File: config.mk
export PLATFORM = sky130hd
export DESIGN_NAME = lcd_field_writer
export DESIGN_NICKNAME = d
export VERILOG_FILES = /design/src/rtl/lcd_fmt_pkg.sv /design/src/rtl/bcd_dabble_core.sv /design/src/rtl/lcd_field_writer.sv
export SDC_FILE = /design/constraint.sdc
export NUM_CORES = 1
export LEC_CHECK = 0
export BUFFER_PORTS_ARGS = -buffer_cell sky130_fd_sc_hd__buf_2
export CORE_MARGIN = 3
export CORE_UTILIZATION = 61
export DETAILED_ROUTE_END_ITERATION = 10
export PLACE_DENSITY = 0.9
export SYNTH_ARGS = -nofsm -noshare
export SYNTH_HDL_FRONTEND = slang
export SYNTH_HIERARCHICAL = 1
export SYNTH_SLANG_ARGS = --single-unit
File: constraint.sdc
create_clock -name CLK_50MHZ -period 5.8 [get_ports CLK_50MHZ]
set_input_delay 0 -clock CLK_50MHZ [delete_from_list [all_inputs] [get_ports CLK_50MHZ]]
set_output_delay 0 -clock CLK_50MHZ [all_outputs]
set_load 0.02 [all_outputs]
File: src/rtl/lcd_fmt_pkg.sv
// Shared definitions for the LCD field formatter: sequencer state encoding,
// double-dabble sizing and the ASCII codes written to the character buffer.
package lcd_fmt_pkg;

  typedef enum logic [1:0] {
    ST_IDLE    = 2'd0,
    ST_CONVERT = 2'd1,
    ST_EMIT    = 2'd2,
    ST_FINISH  = 2'd3
  } state_e;

  localparam int BCD_DIGITS  = 20;  // enough decimal digits for any 64-bit value
  localparam int CONV_CYCLES = 64;  // one dabble step per input bit

  localparam logic [7:0] ASCII_ZERO  = 8'h30;
  localparam logic [7:0] ASCII_SPACE = 8'h20;
  localparam logic [7:0] ASCII_OVF   = 8'h23;

  // Pre-shift correction: a digit >= 5 would become >= 10 after doubling,
  // so add 3 to push the carry into the next digit. Max 9+3 = 12, no carry out.
  function automatic logic [3:0] dabble_adj(input logic [3:0] d);
    return (d >= 4'd5) ? d + 4'd3 : d;
  endfunction

endpackage

File: src/rtl/bcd_dabble_core.sv
// Serial 64-bit binary to 20-digit BCD converter (shift-and-add-3).
// Ports:
//   clk, rst      clock, async active-high reset
//   load_i        capture load_value_i and clear the BCD accumulator
//   load_value_i  64-bit unsigned input value
//   step_i        perform one adjust-and-shift iteration
//   bcd_o         20 packed BCD digits, digit 0 in bits [3:0]
//   done_o        high during the step that completes the 64th iteration
module bcd_dabble_core
  import lcd_fmt_pkg::*;
(
  input  logic                      clk,
  input  logic                      rst,
  input  logic                      load_i,
  input  logic [63:0]               load_value_i,
  input  logic                      step_i,
  output logic [BCD_DIGITS*4-1:0]   bcd_o,
  output logic                      done_o
);

  logic [63:0]             bin_q, bin_d;
  logic [BCD_DIGITS*4-1:0] bcd_q, bcd_d;
  logic [BCD_DIGITS*4-1:0] adj;
  logic [6:0]              cnt_q, cnt_d;

  always_comb begin
    adj = '0;
    for (int j = 0; j < BCD_DIGITS; j++) adj[j*4 +: 4] = dabble_adj(bcd_q[j*4 +: 4]);
    bin_d = bin_q;
    bcd_d = bcd_q;
    cnt_d = cnt_q;
    if (load_i) begin
      bin_d = load_value_i;
      bcd_d = '0;
      cnt_d = '0;
    end else if (step_i) begin
      {bcd_d, bin_d} = {adj, bin_q} << 1;
      cnt_d          = cnt_q + 7'd1;
    end
  end

  always_ff @(posedge clk or posedge rst) begin
    if (rst) begin
      bin_q <= '0;
      bcd_q <= '0;
      cnt_q <= '0;
    end else begin
      bin_q <= bin_d;
      bcd_q <= bcd_d;
      cnt_q <= cnt_d;
    end
  end

  assign bcd_o  = bcd_q;
  // Flags the final iteration so the caller can leave its convert state on
  // the same edge that lands the last shift.
  assign done_o = step_i && (cnt_q == 7'(CONV_CYCLES - 1));

endmodule

File: src/rtl/lcd_field_writer.sv
// Formats a 64-bit unsigned value as N_DIGITS ASCII characters and writes them
// most-significant first into an LCD character buffer.
// Ports:
//   CLK_50MHZ, RST   clock, async active-high reset
//   START, VALUE     request handshake, sampled only while idle
//   BUSY, DONE       busy from accept through the DONE cycle; one-cycle DONE
//   OVERFLOW         value needed more than N_DIGITS digits (held until next accept)
//   WR_EN/ADDR/DATA  character write beats, address/data hold when WR_EN=0
module lcd_field_writer
  import lcd_fmt_pkg::*;
#(
  parameter int N_DIGITS      = 14,
  parameter int BASE_ADDR     = 0,
  parameter bit BLANK_LEADING = 1'b1
) (
  input  logic        CLK_50MHZ,
  input  logic        RST,
  input  logic        START,
  input  logic [63:0] VALUE,
  output logic        BUSY,
  output logic        DONE,
  output logic        OVERFLOW,
  output logic        WR_EN,
  output logic [7:0]  WR_ADDR,
  output logic [7:0]  WR_DATA
);

  state_e                          state_q, state_d;
  logic                            load, step, core_done;
  logic [BCD_DIGITS*4-1:0]         bcd;
  logic [BCD_DIGITS-1:0][3:0]      digits;
  logic [4:0]                      beat_q, beat_d;
  logic                            seen_nz_q, seen_nz_d;
  logic                            ovf_q, ovf_d;
  logic                            wr_en_q, wr_en_d;
  logic [7:0]                      wr_addr_q, wr_addr_d;
  logic [7:0]                      wr_data_q, wr_data_d;
  logic                            ovf_now;
  logic [4:0]                      dig_idx;
  logic [3:0]                      cur_digit;

  bcd_dabble_core u_core (
    .clk          (CLK_50MHZ),
    .rst          (RST),
    .load_i       (load),
    .load_value_i (VALUE),
    .step_i       (step),
    .bcd_o        (bcd),
    .done_o       (core_done)
  );

  assign digits = bcd;

  // State register
  always_ff @(posedge CLK_50MHZ or posedge RST) begin
    if (RST) state_q <= ST_IDLE;
    else     state_q <= state_d;
  end

  // Next state
  always_comb begin
    state_d = state_q;
    case (state_q)
      ST_IDLE:    if (START) state_d = ST_CONVERT;
      ST_CONVERT: if (core_done) state_d = ST_EMIT;
      ST_EMIT:    if (beat_q == 5'(N_DIGITS)) state_d = ST_FINISH;
      ST_FINISH:  state_d = ST_IDLE;
      default:    state_d = ST_IDLE;
    endcase
  end

  // State-decoded outputs
  always_comb begin
    load = (state_q == ST_IDLE) && START;
    step = (state_q == ST_CONVERT);
    BUSY = (state_q != ST_IDLE);
    DONE = (state_q == ST_FINISH);
  end

  // Emit datapath. The BCD register is frozen during EMIT, so overflow and the
  // current digit can be decoded straight from it on every beat.
  always_comb begin
    ovf_now = 1'b0;
    for (int j = 0; j < BCD_DIGITS; j++)
      if (j >= N_DIGITS && digits[j] != 4'd0) ovf_now = 1'b1;

    dig_idx   = (beat_q < 5'(N_DIGITS)) ? 5'(N_DIGITS - 1) - beat_q : 5'd0;
    cur_digit = digits[dig_idx];

    beat_d    = beat_q;
    seen_nz_d = seen_nz_q;
    ovf_d     = ovf_q;
    wr_en_d   = 1'b0;
    wr_addr_d = wr_addr_q;
    wr_data_d = wr_data_q;

    if (load) begin
      beat_d    = '0;
      seen_nz_d = 1'b0;
      ovf_d     = 1'b0;
    end

    if (state_q == ST_EMIT && beat_q < 5'(N_DIGITS)) begin
      wr_en_d   = 1'b1;
      wr_addr_d = 8'(BASE_ADDR) + {3'b000, beat_q};
      beat_d    = beat_q + 5'd1;
      if (beat_q == 5'd0) ovf_d = ovf_now;
      if (cur_digit != 4'd0) seen_nz_d = 1'b1;
      // The final beat is never blanked so a zero value still shows '0'.
      if (ovf_now)
        wr_data_d = ASCII_OVF;
      else if (BLANK_LEADING && cur_digit == 4'd0 && !seen_nz_q &&
               beat_q != 5'(N_DIGITS - 1))
        wr_data_d = ASCII_SPACE;
      else
        wr_data_d = ASCII_ZERO + {4'd0, cur_digit};
    end
  end

  always_ff @(posedge CLK_50MHZ or posedge RST) begin
    if (RST) begin
      beat_q    <= '0;
      seen_nz_q <= 1'b0;
      ovf_q     <= 1'b0;
      wr_en_q   <= 1'b0;
      wr_addr_q <= '0;
      wr_data_q <= '0;
    end else begin
      beat_q    <= beat_d;
      seen_nz_q <= seen_nz_d;
      ovf_q     <= ovf_d;
      wr_en_q   <= wr_en_d;
      wr_addr_q <= wr_addr_d;
      wr_data_q <= wr_data_d;
    end
  end

  assign OVERFLOW = ovf_q;
  assign WR_EN    = wr_en_q;
  assign WR_ADDR  = wr_addr_q;
  assign WR_DATA  = wr_data_q;

endmodule

==> flow_summary_export.csv <==
group,metric,value,unit
yosys,synthCells,1101,
power_and_ir_drop,peakVddDrop,0.3758,mV
layout,final_layout_size_suffix_gt1_frac,0.1264,
placed_design,io_buffers,81,
yosys,synth.area.top_cells,"dfrtp_1, mux2i_1, ha_1",
worst_setup_path,rrSetupSlack,2.32,ns
worst_setup_path,path_class,"register to register",
sta,fin_crit_sh,0.6005,
sta,tightest_slew,1.037,ns
worst_setup_path,worstPathCellList,"buf_4, ha_1, a211oi_2, mux2_2, o22ai_1, a211oi_1, a211o_1, nor4_2, a31oi_1",
grt,groute.usage.overall,0.2986,
worst_setup_path,critPathBufInv,1,
clock_tree,cts_resized,0,
sta,period_needed,3.483,ns
yosys,synth_top_area_share,0.4188,
status,status,"complete, no violations",
power_and_ir_drop,leakage,5.096,nW
layout,n_antenna_cell,0,
yosys,synth.cell_area,10280,um2
sta,finalSetupTns,0,ns
worst_setup_path,critical_path_arrival,3.77,ns
floorplan,core-area,16170,um2
floorplan,ios,87,
grt,grt.overflow.total,0,
yosys,synthDistinctLibCells,60,
grt,grt_pass1_wl,44430,um
worst_setup_path,slowest_stage,"a211oi_2",
routing,drcViolationCount,0,
sta,setup_slack,2.317,ns
layout,final_area,11880,um2
floorplan,chipHeight,135.8,um
grt,grt_max_degree,167,
clock_tree,clk_latency,0.44,ns
layout,fin_nets,1323,
yosys,async_reset_ff_frac,1.000,
worst_setup_path,critPathCapture,"WR_DATA[4]",
power_and_ir_drop,total_power,5.334,mW
yosys,yosysSeqAreaShare,0.4188,
worst_hold_path,hold_path_class,"input port to register",
yosys,syn_area_per_cell,9.333,um2
yosys,synth_edf_count,0,
routing,wl_per_cell,19.03,um
yosys,yosys_register_bits,172,
sta,max_freq,0.2871,GHz
clock_tree,clk_path_buf_depth,2,
yosys,yosys.area.top_type,"dfrtp_1",
sta,clock_skew,0.01321,ns
power_and_ir_drop,power-per-cell-area,449.0,nW/um2
routing,vias,9054,
worst_setup_path,r2r_cells,9,
worst_setup_path,reg2reg_to,"WR_DATA[4]",
routing,routed_via_density,6.314,
sta,setup_viol,0,
placed_design,preCtsSetupSlack,2.450,ns
grt,antenna_found_initial,0,
clock_tree,cts_buffers,17,
clock_tree,tritoncts,"built",
worst_setup_path,required,6.09,ns
yosys,ys.flop_type,"dfrtp_1",
sta,rsz0062_at_grt,"false",
floorplan,die_w,135.8,um
worst_setup_path,worstSetupStartpointType,"register",
floorplan,start_util,0.6354,
worst_setup_path,crit_path_start,"beat_q[1]",
floorplan,dieArea,18440,um2
grt,grt_pass1_vias,8976,
worst_setup_path,critPathMaxFanout,31,
placed_design,place_area,10630,um2
worst_setup_path,reg2reg_from,"beat_q[1]",
run,cap_violations,0,
layout,area_delta_synth_final,15.62,%
sta,finalHoldViolations,0,
routing,finalWirelength,27290,um
placed_design,hpwl,14930,um
clock_tree,clock-root-buffer,"clkbuf_16",
sta,slew_headroom,0.3076,
worst_setup_path,cp.depth,9,
sta,drv_slew,0,
clock_tree,cts_max_level,4,
worst_setup_path,path_delay_family,"compound AO/OA/AOI/OAI gates",
clock_tree,clkTransAtPathRegs,0.07,ns
routing,drtAntennaViolNets,0,
floorplan,row_count,46,
yosys,synth-warning-count,6,
sta,hold_ws,0.08018,ns
worst_setup_path,cp_slowest_stage_delay,0.90,ns
placed_design,gp_congestion,0.9424,
clock_tree,clkSinkCount,172,
routing,drt_first_iter_violations,1037,
routing,firstDrtPassIters,8,
worst_setup_path,cp-end-kind,"register",
[final cells by class]
class                           instances  area, um2
Inverter                               57      224.0
Clock inverter                         15      173.9
Tap cell                              216      270.3
Fill cell                            1013       4292
Sequential cell                       172       4304
Clock buffer                           17      425.4
Timing Repair Buffer                  153       1121
Multi-Input combinational cell        804       5363
[per-layer routing]
| layer | track usage | part of all wire |
|---|---|---|
| met1 | 0.3804 | 0.41 |
| met2 | 0.5030 | 0.50 |
| met3 | 0.05721 | 0.066 |
| met4 | 0.1204 | 0.032 |
| met5 | 0 | 0 |
[through the flow]
stage,util,std cells
global placement,0.6574,1337
detailed placement,0.6574,1337
CTS,0.7346,1434
global route,0.7346,1434
finish,0.7346,1434
floorplan,-,1105
[Yosys cell counts, drive strengths merged (3+ instances only)]
master   count
a211oi       9
a21o        21
a21oi       58
a22oi        9
a2bb2oi      5
a31oi       24
and2         5
buf         49
clkbuf      23
dfrtp      172
ha          51
inv         57
mux2        11
mux2i       79
mux4         3
nand2      116
nand2b      26
nand3       32
nand3b      11
nand4        9
nor2        49
nor2b       14
nor3         8
nor4         9
o211ai       4
o21ai      125
o22ai        7
o31ai       18
o32ai       20
or2          9
or3         17
xnor2        5
xor2        20
[state kept, by name (all words and copies together) (netlist names)]
| register | flops |
|---|---|
| WR_ADDR | 5 |
| seen_nz_q | 1 |
| OVERFLOW | 1 |
| beat_q | 5 |
| state_q | 2 |
| WR_DATA | 6 |
| WR_EN | 1 |
| u_core/bcd_o | 80 |
| u_core/cnt_q | 7 |
| u_core/bin_q | 64 |
[cell usage in the layout, fill, tap and decap left out, drive strengths merged, types with 49 or more instances in the layout]
cell / n
dfrtp: 172
o21ai: 125
nand2: 116
buf: 88
mux2i: 79
dlygate4sd3: 65
inv: 63
a21oi: 58
ha: 51
nor2: 49
[power breakdown]
| group | total [mW] | switching [mW] | internal, mW |
|---|---|---|---|
| Sequential | 1.93 | 0.352 | 1.58 |
| Combinational | 2.25 | 1.41 | 0.840 |
| Clock | 1.15 | 0.565 | 0.581 |
| Total | 5.33 | 2.33 | 3.00 |
[cell families after synthesis]
kind of cell / synth area share
mux: 0.09558
xor+xnor: 0.02131
fa+ha+maj: 0.06210
other cells: 0.0003649
flops: 0.4188
simple gates: 0.1493
buf+inv: 0.06197
compound gates: 0.1906
[what timing repair did]
| action | CTS | global route |
|---|---|---|
| hold buffers | 65 | 0 |
| setup buffers | 0 | 0 |
| hold endpoints to repair | 170 | 0 |
[worst min-delay path: stages]
cell	delay, ns
buf_2	0.11
o22ai_1	0.12
a21oi_1	0.09
nand2_1	0.07
o21ai_0	0.07
[worst min path at each step]
| stage | depth (start not counted) | start | slack (ns) | endpoint |
|---|---|---|---|---|
| floorplan | 1 | RST | -0.02 | OVERFLOW |
| global route | 5 | START | 0.13 | state_q[1] |
| global placement | 2 | RST | 0.20 | state_q[1] |
| detailed placement | 3 | VALUE[33] | 0.21 | u_core/bin_q[33] |
| finish | 5 | START | 0.08 | state_q[1] |
| CTS | 5 | START | 0.06 | state_q[1] |
Note: power is estimated with default switching activity, not from simulation.
